--- config.mk ---
export PLATFORM = sky130hd
export DESIGN_NAME = dvp_frame_gen
export DESIGN_NICKNAME = d
export VERILOG_FILES = /design/src/rtl/dvp_pkg.sv /design/src/rtl/dvp_pattern.sv /design/src/rtl/dvp_frame_gen.sv
export SDC_FILE = /design/constraint.sdc
export NUM_CORES = 1
export LEC_CHECK = 0
export ABC_AREA = 1
export BUFFER_PORTS_ARGS = -buffer_cell sky130_fd_sc_hd__buf_2
export CAP_MARGIN = 20
export CORE_MARGIN = 2
export CORE_UTILIZATION = 43
export CTS_CLUSTER_DIAMETER = 200
export DETAILED_ROUTE_END_ITERATION = 12
export GPL_TIMING_DRIVEN = 0
export PLACE_DENSITY = 0.72
export SLEW_MARGIN = 20
export SYNTH_ARGS = -nofsm -noshare
export SYNTH_HDL_FRONTEND = slang
export SYNTH_HIERARCHICAL = 1
export SYNTH_SLANG_ARGS = --single-unit
--- constraint.sdc ---
create_clock -name clk -period 3.4 [get_ports clk]
set_clock_uncertainty 0.15 [all_clocks]
set_input_delay 0.17 -clock clk [delete_from_list [all_inputs] [get_ports clk]]
set_output_delay 0.17 -clock clk [all_outputs]
set_load 0.1 [all_outputs]
--- src/rtl/dvp_pkg.sv ---
// Shared types and constants for the DVP test-frame generator: FSM states,
// pattern encodings, RGB565 bar colours and default video timing.
package dvp_pkg;

  typedef enum logic [2:0] {
    ST_IDLE   = 3'd0,
    ST_VSYNC  = 3'd1,
    ST_VBP    = 3'd2,
    ST_ACTIVE = 3'd3,
    ST_VFP    = 3'd4
  } state_t;

  localparam logic [1:0] PAT_BARS     = 2'b00;
  localparam logic [1:0] PAT_GRAD     = 2'b01;
  localparam logic [1:0] PAT_CHECK    = 2'b10;
  localparam logic [1:0] PAT_FRAME_ID = 2'b11;

  localparam logic [15:0] BAR_WHITE   = 16'hFFFF;
  localparam logic [15:0] BAR_YELLOW  = 16'hFFE0;
  localparam logic [15:0] BAR_CYAN    = 16'h07FF;
  localparam logic [15:0] BAR_GREEN   = 16'h07E0;
  localparam logic [15:0] BAR_MAGENTA = 16'hF81F;
  localparam logic [15:0] BAR_RED     = 16'hF800;
  localparam logic [15:0] BAR_BLUE    = 16'h001F;
  localparam logic [15:0] BAR_BLACK   = 16'h0000;

  localparam int unsigned DEF_H_ACTIVE = 640;
  localparam int unsigned DEF_V_ACTIVE = 480;
  localparam int unsigned DEF_H_BLANK  = 288;
  localparam int unsigned DEF_V_SYNC   = 3;
  localparam int unsigned DEF_V_BP     = 17;
  localparam int unsigned DEF_V_FP     = 10;

  function automatic logic [15:0] bar_color(input logic [2:0] idx);
    case (idx)
      3'd0:    return BAR_WHITE;
      3'd1:    return BAR_YELLOW;
      3'd2:    return BAR_CYAN;
      3'd3:    return BAR_GREEN;
      3'd4:    return BAR_MAGENTA;
      3'd5:    return BAR_RED;
      3'd6:    return BAR_BLUE;
      default: return BAR_BLACK;
    endcase
  endfunction

  function automatic int unsigned max2(input int unsigned a, input int unsigned b);
    return (a > b) ? a : b;
  endfunction

endpackage

--- src/rtl/dvp_pattern.sv ---
// Combinational test-pattern source: maps pattern select, pixel column,
// active line and frame count to one RGB565 pixel.
module dvp_pattern
  import dvp_pkg::*;
#(
  parameter int unsigned H_ACTIVE = DEF_H_ACTIVE,
  parameter int unsigned XW       = 10,
  parameter int unsigned YW       = 6
) (
  input  logic [1:0]    sel,
  input  logic [XW-1:0] x,
  input  logic [YW-1:0] y,
  input  logic [7:0]    frame_count,
  output logic [15:0]   pixel_c
);

  localparam int unsigned BAR_PX = H_ACTIVE / 8;

  logic [2:0] bar_idx;
  logic       unused_y;

  assign bar_idx  = 3'(x / XW'(BAR_PX));
  assign unused_y = ^y;

  always_comb begin
    pixel_c = 16'h0000;
    case (sel)
      PAT_BARS:  pixel_c = bar_color(bar_idx);
      PAT_GRAD:  pixel_c = {x[9:5], x[9:4], x[9:5]};
      PAT_CHECK: pixel_c = (x[5] ^ y[5]) ? 16'hFFFF : 16'h0000;
      default:   pixel_c = {frame_count, ~frame_count};
    endcase
  end

endmodule

--- src/rtl/dvp_frame_gen.sv ---
// DVP camera frame generator: vsync/back-porch/active/front-porch timing FSM
// with line and column counters, driving a registered RGB565 byte stream.
module dvp_frame_gen
  import dvp_pkg::*;
#(
  parameter int unsigned H_ACTIVE = DEF_H_ACTIVE,
  parameter int unsigned V_ACTIVE = DEF_V_ACTIVE,
  parameter int unsigned H_BLANK  = DEF_H_BLANK,
  parameter int unsigned V_SYNC   = DEF_V_SYNC,
  parameter int unsigned V_BP     = DEF_V_BP,
  parameter int unsigned V_FP     = DEF_V_FP
) (
  input  logic       clk,
  input  logic       reset,
  input  logic       enable,
  input  logic [1:0] pattern_sel,
  output logic       cam_vsync,
  output logic       cam_href,
  output logic [7:0] cam_data,
  output logic       frame_done,
  output logic [7:0] frame_count
);

  localparam int unsigned HREF_LEN = 2 * H_ACTIVE;
  localparam int unsigned LINE_LEN = HREF_LEN + H_BLANK;
  localparam int unsigned COL_W    = max2($clog2(LINE_LEN), 1);
  localparam int unsigned V_MAX    = max2(max2(V_SYNC, V_BP), max2(V_ACTIVE, V_FP));
  localparam int unsigned LINE_W   = max2($clog2(V_MAX), 1);
  localparam int unsigned PXW      = max2($clog2(H_ACTIVE), 10);
  localparam int unsigned PYW      = max2($clog2(V_ACTIVE), 6);

  state_t              state_q, state_nxt;
  logic [COL_W-1:0]    col_q, col_nxt;
  logic [LINE_W-1:0]   line_q, line_nxt;
  logic [1:0]          sel_q;
  logic                eol, last_line, sel_load;
  logic                href_nxt, done_nxt;
  logic [7:0]          data_nxt;
  logic [PXW-1:0]      x_nxt;
  logic [PYW-1:0]      y_nxt;
  logic [15:0]         pixel_c;

  // State register
  always_ff @(posedge clk or negedge reset) begin
    if (!reset) state_q <= ST_IDLE;
    else        state_q <= state_nxt;
  end

  assign eol = (col_q == COL_W'(LINE_LEN - 1));

  always_comb begin
    last_line = 1'b0;
    case (state_q)
      ST_VSYNC:  last_line = (line_q == LINE_W'(V_SYNC - 1));
      ST_VBP:    last_line = (line_q == LINE_W'(V_BP - 1));
      ST_ACTIVE: last_line = (line_q == LINE_W'(V_ACTIVE - 1));
      ST_VFP:    last_line = (line_q == LINE_W'(V_FP - 1));
      default:   last_line = 1'b0;
    endcase
  end

  // Next state and counters; a frame always runs to the end of VFP once started
  always_comb begin
    state_nxt = state_q;
    col_nxt   = col_q;
    line_nxt  = line_q;
    if (state_q == ST_IDLE) begin
      col_nxt  = '0;
      line_nxt = '0;
      if (enable) state_nxt = ST_VSYNC;
    end else if (eol) begin
      col_nxt = '0;
      if (last_line) begin
        line_nxt = '0;
        case (state_q)
          ST_VSYNC:  state_nxt = ST_VBP;
          ST_VBP:    state_nxt = ST_ACTIVE;
          ST_ACTIVE: state_nxt = ST_VFP;
          ST_VFP:    state_nxt = enable ? ST_VSYNC : ST_IDLE;
          default:   state_nxt = ST_IDLE;
        endcase
      end else begin
        line_nxt = line_q + LINE_W'(1);
      end
    end else begin
      col_nxt = col_q + COL_W'(1);
    end
  end

  // Outputs are derived from next-cycle counters so registers line up with the state
  assign sel_load = (state_nxt == ST_VSYNC) && (state_q != ST_VSYNC);
  assign href_nxt = (state_nxt == ST_ACTIVE) && (col_nxt < COL_W'(HREF_LEN));
  assign done_nxt = (state_nxt == ST_VFP) && (line_nxt == LINE_W'(V_FP - 1)) &&
                    (col_nxt == COL_W'(LINE_LEN - 1));
  assign x_nxt    = PXW'(col_nxt >> 1);
  assign y_nxt    = PYW'(line_nxt);
  assign data_nxt = !href_nxt ? 8'h00 : (col_nxt[0] ? pixel_c[7:0] : pixel_c[15:8]);

  dvp_pattern #(
    .H_ACTIVE (H_ACTIVE),
    .XW       (PXW),
    .YW       (PYW)
  ) u_pattern (
    .sel         (sel_q),
    .x           (x_nxt),
    .y           (y_nxt),
    .frame_count (frame_count),
    .pixel_c     (pixel_c)
  );

  always_ff @(posedge clk or negedge reset) begin
    if (!reset) begin
      col_q       <= '0;
      line_q      <= '0;
      sel_q       <= PAT_BARS;
      cam_vsync   <= 1'b0;
      cam_href    <= 1'b0;
      cam_data    <= 8'h00;
      frame_done  <= 1'b0;
      frame_count <= 8'h00;
    end else begin
      col_q      <= col_nxt;
      line_q     <= line_nxt;
      cam_vsync  <= (state_nxt == ST_VSYNC);
      cam_href   <= href_nxt;
      cam_data   <= data_nxt;
      frame_done <= done_nxt;
      if (sel_load)   sel_q       <= pattern_sel;
      if (frame_done) frame_count <= frame_count + 8'd1;
    end
  end

endmodule

; ---- Yosys cells after proc, flatten, opt, wreduce, memory -nomap -nowiden
; Cells that the tools add are included.
[word_totals]
ram_bits = 0
out_inout_bits = 19
input_bits = 5
regBits = 44
latch_bits = 0
mem_bits_ro = 0
mem_count = 0
word_cells = 63
[classes]
div_mod_pow = 1
n_eq_ne = 23
bitwise_logic = 2
magnitude_cmp = 1
n_shift = 0
multipliers = 0
reduce_logical = 7
n_addsub = 3
muxes = 17
[op_table]
columns = cell, count
row1 = 16-bit case mux with 7 select lines, 1
row2 = 16-bit case mux with 3 select lines, 1
row3 = 9-bit 2-to-1 mux, 3
row4 = "11-bit == test, second input constant", 2
row5 = 11-bit 2-to-1 mux, 2
row6 = "9-bit by 4-bit == test with 1-bit output, second input constant", 2
row7 = 16-bit 2-to-1 mux, 1
row8 = 8-bit 2-to-1 mux, 2
row9 = "3-bit by 2-bit == test with 1-bit output, second input constant", 5
row10 = "3-bit == test, second input constant", 5
row11 = 3-bit 2-to-1 mux, 4
row12 = 3-bit case mux with 4 select lines, 1
row13 = "11-bit by 1-bit adder with 11-bit output, second input constant", 1
row14 = "11-bit less-than comparator, second input constant", 1
row15 = "10-bit by 7-bit divider with 10-bit output, second input constant", 1
row16 = "9-bit by 1-bit adder with 9-bit output, second input constant", 1
row17 = "3-bit by 1-bit == test with 1-bit output, second input constant", 3
row18 = "9-bit by 2-bit == test with 1-bit output, second input constant", 1
row19 = "9-bit by 5-bit == test with 1-bit output, second input constant", 1
row20 = "9-bit == test, second input constant", 1
row21 = "8-bit by 1-bit adder with 8-bit output, second input constant", 1
row22 = 8-bit inverter, 1
row23 = 3-bit zero test, 2
row24 = 1-bit logical AND, 4
row25 = other kinds (7), 7

; ---- Logic depth before layout (Yosys ltp)
; Gate-level depths: netlist of the first run.
[logic_depth]
depth_word = 10
ltp_mapped = 25

; ---- By module
; Netlist of the first run, hierarchy kept.
[by_module_without_submodules]
columns = mod, area_each_um2, seq_area_each_um2, n_inst, cells_each
row1 = dvp_frame_gen, 2642.5, 1101.1, 1, 353
row2 = dvp_pattern, 449.2, 0.0, 1, 91

; ---- Worst setup path after synthesis of the first run
; OpenSTA, ideal clock, no wires.
[synth_path]
path_type = flip-flop to flip-flop
start = register col_q[0]
end = register cam_data[3]
required_time_ns = 3.170
arrival_ns = 2.753
slack_ns = 0.417
period_less_slack_ns = 2.983
n_path_buf = 0
path_stages_with_launch = 24
cell_sequence = dfrtp_1 -> ha_1 -> nand2_1 -> nor2_2 -> nand2_1 -> nor2_1 -> nand4_1 -> nand2_1 -> nand2_1 -> nor2_1 -> nand2_1 -> o211ai_4 -> nand2_2 -> a21boi_2 -> nand2_1 -> nand2_1 -> nand2_1 -> nand2_1 -> nand3_2 -> nand3_1 -> nand2_1 -> nand2_1 -> inv_1 -> nor3_2
[synth_between]
elab_chain_cells = 9
[synth_lines]
columns = item, line
row1 = "start, declared", dvp_frame_gen.sv:33  ; logic [COL_W-1:0] col_q, col_nxt;
row2 = "start signal, assigned", dvp_frame_gen.sv:122  ; col_q <= col_nxt;
row3 = 11-bit by 1-bit adder with 11-bit output or 11-bit == test (tied branches), "dvp_frame_gen.sv:86, dvp_frame_gen.sv:49"
row4 = 11-bit 2-to-1 mux *, dvp_frame_gen.sv:71  ; end else if (eol) begin
row5 = 11-bit 2-to-1 mux *, dvp_frame_gen.sv:67  ; if (state_q == ST_IDLE) begin
row6 = net col_nxt[10], dvp_frame_gen.sv:33
row7 = 10-bit by 7-bit divider with 10-bit output *, dvp_pattern.sv:22  ; assign bar_idx = 3'(x / XW'(BAR_PX));
row8 = 3-bit == test (tied with other cells), dvp_pkg.sv:35  ; case (idx)
row9 = 16-bit case mux with 7 select lines *, dvp_pkg.sv:35
row10 = 16-bit case mux with 3 select lines *, dvp_pattern.sv:27  ; case (sel)
row11 = net pixel_c[3], dvp_frame_gen.sv:41  ; logic [15:0] pixel_c;
row12 = 8-bit 2-to-1 mux * (2 in series), dvp_frame_gen.sv:97  ; assign data_nxt = !href_nxt ? 8'h00 : (col_nxt[0] ? pixel_c[7:0] : pixel_c[15:8]);
row13 = net data_nxt[3], dvp_frame_gen.sv:38  ; logic [7:0] data_nxt;
row14 = "end signal, assigned", dvp_frame_gen.sv:126  ; cam_data <= data_nxt;
row15 = "end, declared", dvp_frame_gen.sv:19  ; output logic [7:0] cam_data,
; Mark *: on every way through the listed nets, which the timed path passes. The rest lies on a longest branch.
; A chain may end at the register's enable or synchronous reset.

; ---- Worst setup path in the final report of the first run
[layout_path]
start = register col_q[0]
end = register cam_data[2]
; Same word-level chain as after synthesis.

==> results of run 1 <==
cell usage after synthesis, drive strengths merged:
cell	number	area [um2]
nand2	130	526
inv	82	308
nand3	58	345
nor2	47	214
dfrtp	44	1100
o21ai	18	93.8
nor3	15	131
nand4	11	68.8
a21oi	9	48.8
or2	7	43.8
xor2	6	52.6
o211ai	4	43.8
buf	3	21.3
ha	3	37.5
xnor2	2	17.5
a211oi	1	7.51
a21boi	1	11.3
clkinv	1	3.75
nor3b	1	7.51
o2111ai	1	8.76
placed cells by master (no fill, tap or decap), types with 2 or more instances in the layout:
master,instances
buf_4,6
xnor2_1,2
nor2_4,6
xor2_1,6
nand3_4,3
nand2_2,9
nor3_2,9
or2_2,7
nor2_2,5
inv_2,4
nand2_1,118
buf_2,24
nand2_4,3
o211ai_1,3
ha_1,2
inv_1,78
o21ai_1,5
o21ai_0,12
nand4_1,11
nor3_1,5
a21oi_1,8
nand3_1,49
nor2_1,36
dlygate4sd3_1,3
clkbuf_8,5
nand3_2,6
dfrtp_1,43
power breakdown:
group	switching [uW]	internal, uW	leakage (uW)	total [uW]
Sequential	0	523	0.000590	523
Combinational	10.8	4.22	0.00122	15.0
Clock	191	221	0.0000548	412
what timing repair did:
item                                    in CTS  in global routing
endpoints found under the hold margin       46                  0
resized for setup                            2                 12
buffers inserted                             0                  5
endpoints found under the setup margin       8                  8
pin swaps                                    0                  7
hold buffers                                 3                  0
cell families (layout without fill, tap and decap cells):
| family | Yosys count | count (layout) | share of synthesized area, % |
|---|---|---|---|
| XOR/XNOR | 8 | 8 | 2.27 |
| AO/OA/AOI/OAI | 34 | 34 | 6.92 |
| flip-flops | 44 | 44 | 35.6 |
| buffers and inverters | 86 | 125 | 10.8 |
| AND/OR/NAND/NOR | 269 | 269 | 43.2 |
| adder cells (fa/ha/maj) | 3 | 3 | 1.21 |
area by class of cell:
| cell class | count | area, um2 |
|---|---|---|
| multi-input combinational | 314 | 1710 |
| sequential | 44 | 1100 |
| buffer | 3 | 21.3 |
| clock inverter | 3 | 46.3 |
| clock buffer | 5 | 68.8 |
| timing repair buffer | 31 | 185 |
| fill | 708 | 3300 |
| inverter | 83 | 312 |
| tap | 96 | 120 |
metal layers:
layer,track usage (%),part of all wire (%),vias to the layer above
met2,32.5,50,57
met4,5.51,1.2,0
met5,0,0,-
li1,-,-,1473
met3,3.26,3.5,11
met1,25.1,45,1339
worst max-delay path: stages, from the launching register on:
cell and delay, ns:
dfrtp_2 0.46, ha_4 0.16, nand2_1 0.07, nor2_2 0.16, nand2_2 0.10, nor2_4 0.14
nand4_1 0.12, nand2_1 0.09, nand2_1 0.08, nor2_4 0.24, nor2_4 0.08, o211ai_4 0.23
nand2_2 0.09, a21boi_2 0.17, buf_4 0.12, nand3_1 0.06, nand2_1 0.06, inv_1 0.06
nand3_4 0.11, nand3_1 0.08, nand2_1 0.07, nand2_1 0.05, inv_1 0.08, nor3_2 0.05
how the worst max path moves through the flow:
stage / start / endpoint / slack [ns]
after floorplan: col_q[0] / cam_data[3] / 0.42
after CTS: col_q[0] / cam_data[0] / 0.13
after detailed placement: col_q[0] / cam_data[0] / -0.22
after global routing: col_q[0] / cam_data[4] / -0.03
final: col_q[0] / cam_data[2] / 0.23
after global placement: col_q[0] / cam_data[2] / -0.15
state kept, by name (all words and copies together) (netlist names):
register / flops
col_q: 11
line_q: 9
cam_data: 8
frame_count: 8
state_q: 3
sel_q: 2
cam_href: 1
cam_vsync: 1
frame_done: 1
stage by stage:
step	util [%]	hold WS (ns)	setup TNS [ns]	std cells	worst slack (ns)
after floorplan	-	-0.276	0	444	0.417
after global placement	48.4	0.234	-0.861	563	-0.154
after detailed placement	48.4	0.240	-1.22	563	-0.218
after CTS	50.7	0.0608	0	574	0.130
after global routing	51.9	0.0659	-0.0909	579	-0.0338
final	51.9	0.0708	0	579	0.229
==> results.toml, run 1 <==
[power]
p_per_area_nw_per_um2 = 266
finalPower_uw = 950
p_leak_uw = 0.00187
vdd_ir_drop_max_uv = 140

[critical_path]
reg2reg_from = "col_q[0]"
cp-end-kind = "flip-flop"
path_class = "flip-flop to flip-flop"
rr_worst_depth = 23
r2r-end = "cam_data[2]"
cp_max_fo = 8
arrival_ns = 3.21
crit_path_start_kind = "flip-flop"
rrSetupSlack_ns = 0.23
required_ns = 3.44

[placed_design]
dp_hpwl_um = 5320
gp_congestion = 0.918
place_area_um2 = 3330
io_buffer_count = 23

[grt]
antenna_found_initial = 0
grt_max_degree = 45
grt_pass1_wl_um = 11900
grt_overflow_total = 0
track_usage_pct = 19.2
grt_pass1_vias = 2692

[drt]
wire_per_inst_um = 12.3
vias = 2880
drtIter0Drc = 188
via_per_inst = 4.97
drtAntennaViolNets = 0
drcViolationCount = 0
drt-total-wl_um = 7100
dr.pass1.iters = 5

[sta]
fmax_ghz = 0.315
slew_violations = 0
relSlewSlack_pct = 63.3
hold_viol = 0
period_share_pct = 93.3
worstMarginPinSlew_ns = 0.551
layout_min_cycle_time_ns = 3.17
setup_viol_count_final = 0

[floorplan]
core_um2 = 6870
die-area_um2 = 7880
rows = 30
die_y_um = 88.8
ios = 24
die_w_um = 88.8
start_util_pct = 45.0

[flow_run]
maxCapViolCount = 0

[synthesis]
synth_nets = 452
synth-seq-area-share_pct = 35.6
synth_area_per_cell_um2 = 6.96
synthCells = 444
synth-seq-cells = 44
synth_cell_type_count = 34
ys.warnings.count = 6
syn_area_um2 = 3090

[worst_hold_path]
hold_end = "state_q[0]"
hold_class = "input pin to flip-flop"
min_from = "enable"
hold_depth = 3

[clocking]
cts_buffers = 5
htreeDepth = 2
clock_tree.root_cell = "clkbuf_8"
clk_pin_slew_worst_paths_ns = 0.09
cts.sinks = 44
cts_tree = "done"
clk_path_buf_depth = 2
clk_latency_ns = 0.30

[layout]
fin_nets = 490
stdcell_area_um2 = 3570
syn2layout_area_growth_pct = 15.3
insertedDiodeCount = 0
drive_gt1_share_pct = 20.3

[outcome]
run_status = "finished clean"
No activity file was read; power rests on OpenSTA's default activity.
==> inputs of run 2 (changes only) <==
--- a/config.mk
+++ b/config.mk
@@ -8,12 +8,14 @@
 export ABC_AREA = 1
 export BUFFER_PORTS_ARGS = -buffer_cell sky130_fd_sc_hd__buf_2
 export CAP_MARGIN = 20
+export CELL_PAD_IN_SITES_DETAIL_PLACEMENT = 1
+export CELL_PAD_IN_SITES_GLOBAL_PLACEMENT = 1
 export CORE_MARGIN = 2
 export CORE_UTILIZATION = 43
 export CTS_CLUSTER_DIAMETER = 200
 export DETAILED_ROUTE_END_ITERATION = 12
 export GPL_TIMING_DRIVEN = 0
-export PLACE_DENSITY = 0.72
+export PLACE_DENSITY = 0.91
 export SLEW_MARGIN = 20
 export SYNTH_ARGS = -nofsm -noshare
 export SYNTH_HDL_FRONTEND = slang
==> constraint.sdc (replaced) <==
create_clock -name clk -period 3.3 [get_ports clk]
set_clock_uncertainty 0.15 [all_clocks]
set_input_delay 0.165 -clock clk [delete_from_list [all_inputs] [get_ports clk]]
set_output_delay 0.165 -clock clk [all_outputs]
set_load 0.1 [all_outputs]
==> run 2 against run 1 <==
Net effect: register-to-register slack worse by 0.19 ns; sequential share of layout area is 0.95 points lower; via count is 13% higher; total power is 5.5% higher; first-iteration DRC count is 54% higher; routed wire length is 52% higher; sequential power is 3% higher; clock power is 8.5% higher; largest cell class unchanged; worst hold slack better by 0.012 ns; die area stayed put; cell area is 3.2% higher.
==> results.toml, run 2 (synthesized netlist as in run 1, its figures left out) <==
[clocking]
clock_tree.root_cell = "clkbuf_8"
clk_latency_ns = 0.32
cts.sinks = 44
clk_pin_slew_worst_paths_ns = 0.10
cts_buffers = 5
clk_path_buf_depth = 2
htreeDepth = 2
cts_tree = "done"

[power]
finalPower_uw = 1000
p_per_area_nw_per_um2 = 272
p_leak_uw = 0.00189
vdd_ir_drop_max_uv = 140

[critical_path]
cp-end-kind = "flip-flop"
arrival_ns = 3.34
r2r-end = "cam_data[7]"
cp_max_fo = 8
path_class = "flip-flop to flip-flop"
required_ns = 3.38
crit_path_start_kind = "flip-flop"
cp-startpoint = "col_q[1]"
crit_path_end = "cam_data[7]"
rr_worst_depth = 21
rrSetupSlack_ns = 0.04
reg2reg_from = "col_q[1]"

[sta]
rsz0062_at_grt = "yes"
slew_violations = 0
hold_viol = 0
hold_ws_ns = 0.0827
relSlewSlack_pct = 60.2
worstMarginPinSlew_ns = 0.596
fmax_ghz = 0.307
period_share_pct = 98.8
layout_min_cycle_time_ns = 3.26
setup_viol_count_final = 0
tns_ns = 0

[layout]
top_regs = "col_q: 11 flops, line_q: 9 flops"
insertedDiodeCount = 0
post-route-util_pct = 53.6
syn2layout_area_growth_pct = 19.0
drive_gt1_share_pct = 25.3
layout_commonest_cell = "nand2_1"
layout_common_cells = "nand2_1 (110), inv_1 (73), nand3_1 (43), dfrtp_1 (43), nor2_1 (35)"
regMostFlops = "col_q"
fin_nets = 494
largest_reg_flops = 11
stdcell_area_um2 = 3680

[drt]
wire_per_inst_um = 18.6
drtIter0Drc = 289
dr.pass1.iters = 6
via_per_inst = 5.59
drcViolationCount = 0
vias = 3261
drt-total-wl_um = 10800
drtAntennaViolNets = 0

[floorplan]
ios = 24
die_w_um = 88.8
core_um2 = 6870
die-area_um2 = 7880
start_util_pct = 45.0
die_y_um = 88.8
rows = 30

[grt]
grt_pass1_wl_um = 15800
grt_pass1_vias = 3283
grt_overflow_total = 0
grt_max_degree = 45
track_usage_pct = 26.3
antenna_found_initial = 0

[outcome]
run_status = "finished clean"

[placed_design]
place_area_um2 = 3330
io_buffer_count = 23
gp_congestion = 0.923
dp_hpwl_um = 6900

[worst_hold_path]
hold_class = "input pin to flip-flop"
min_from = "enable"
hold_depth = 3

[flow_run]
maxCapViolCount = 0
## run 2: metal layers
metal | vias up | global-route usage [%] | wire length, um
met3 | 25 | 5.13 | 481
met1 | 1631 | 30.5 | 4360
met4 | 0 | 10.1 | 245
li1 | 1480 | - | -
met5 | - | 0 | 0
met2 | 125 | 47.4 | 5730
## run 2: where the power goes
group          internal (uW)  leakage, uW  switching, uW
combinational           4.33      0.00125           11.9
clock                    228    0.0000548            219
sequential               539     0.000590              0
## run 2: what timing repair did
action                     4_1_cts  5_1_grt
hold buffers                     3        0
hold endpoints to repair        46        0
setup buffers                    4        5
resized for setup                4       39
setup endpoints to repair        8        8
pin swaps                        1       26
## run 2: area by class of cell
| cell class | instances | area, um2 |
|---|---|---|
| plain buffers | 3 | 21.3 |
| clock buffers | 5 | 68.8 |
| clock inverters | 3 | 46.3 |
| fillers | 900 | 3190 |
| inverters | 83 | 312 |
| multi-input cells | 314 | 1790 |
| flip-flops and latches | 44 | 1100 |
| well taps | 96 | 120 |
| repair buffers | 35 | 215 |
## run 2: worst min-delay path by stage
stage	endpoint	slack, ns
2_1_floorplan	cam_data[0]	-0.28
3_3_place_gp	sel_q[0]	0.23
3_5_place_dp	sel_q[1]	0.23
4_1_cts	state_q[0]	0.06
5_1_grt	state_q[0]	0.07
6_report	state_q[0]	0.08
## run 2: worst max-delay path, cell delays in order (launching register included)
cell	delay [ns]
dfrtp_1	0.43
ha_4	0.18
nand2_4	0.06
nor2_4	0.15
nand2_4	0.08
nor2_4	0.12
nand4_1	0.11
nand2_1	0.11
nand2_2	0.06
nor2_4	0.22
nor2_4	0.07
o211ai_4	0.22
nand2_2	0.10
nand2_1	0.08
nand3_1	0.08
nand2_1	0.12
nand3_1	0.21
nand3_1	0.16
nand2_1	0.09
nand2_1	0.12
inv_1	0.07
nor3_2	0.18
## run 2: metrics by stage
| stage | std cells | worst slack [ns] |
|---|---|---|
| 2_1_floorplan | 444 | 0.317 |
| 3_3_place_gp | 563 | -0.249 |
| 3_5_place_dp | 563 | -0.521 |
| 4_1_cts | 578 | 0.0423 |
| 5_1_grt | 583 | -0.153 |
| 6_report | 583 | 0.0384 |
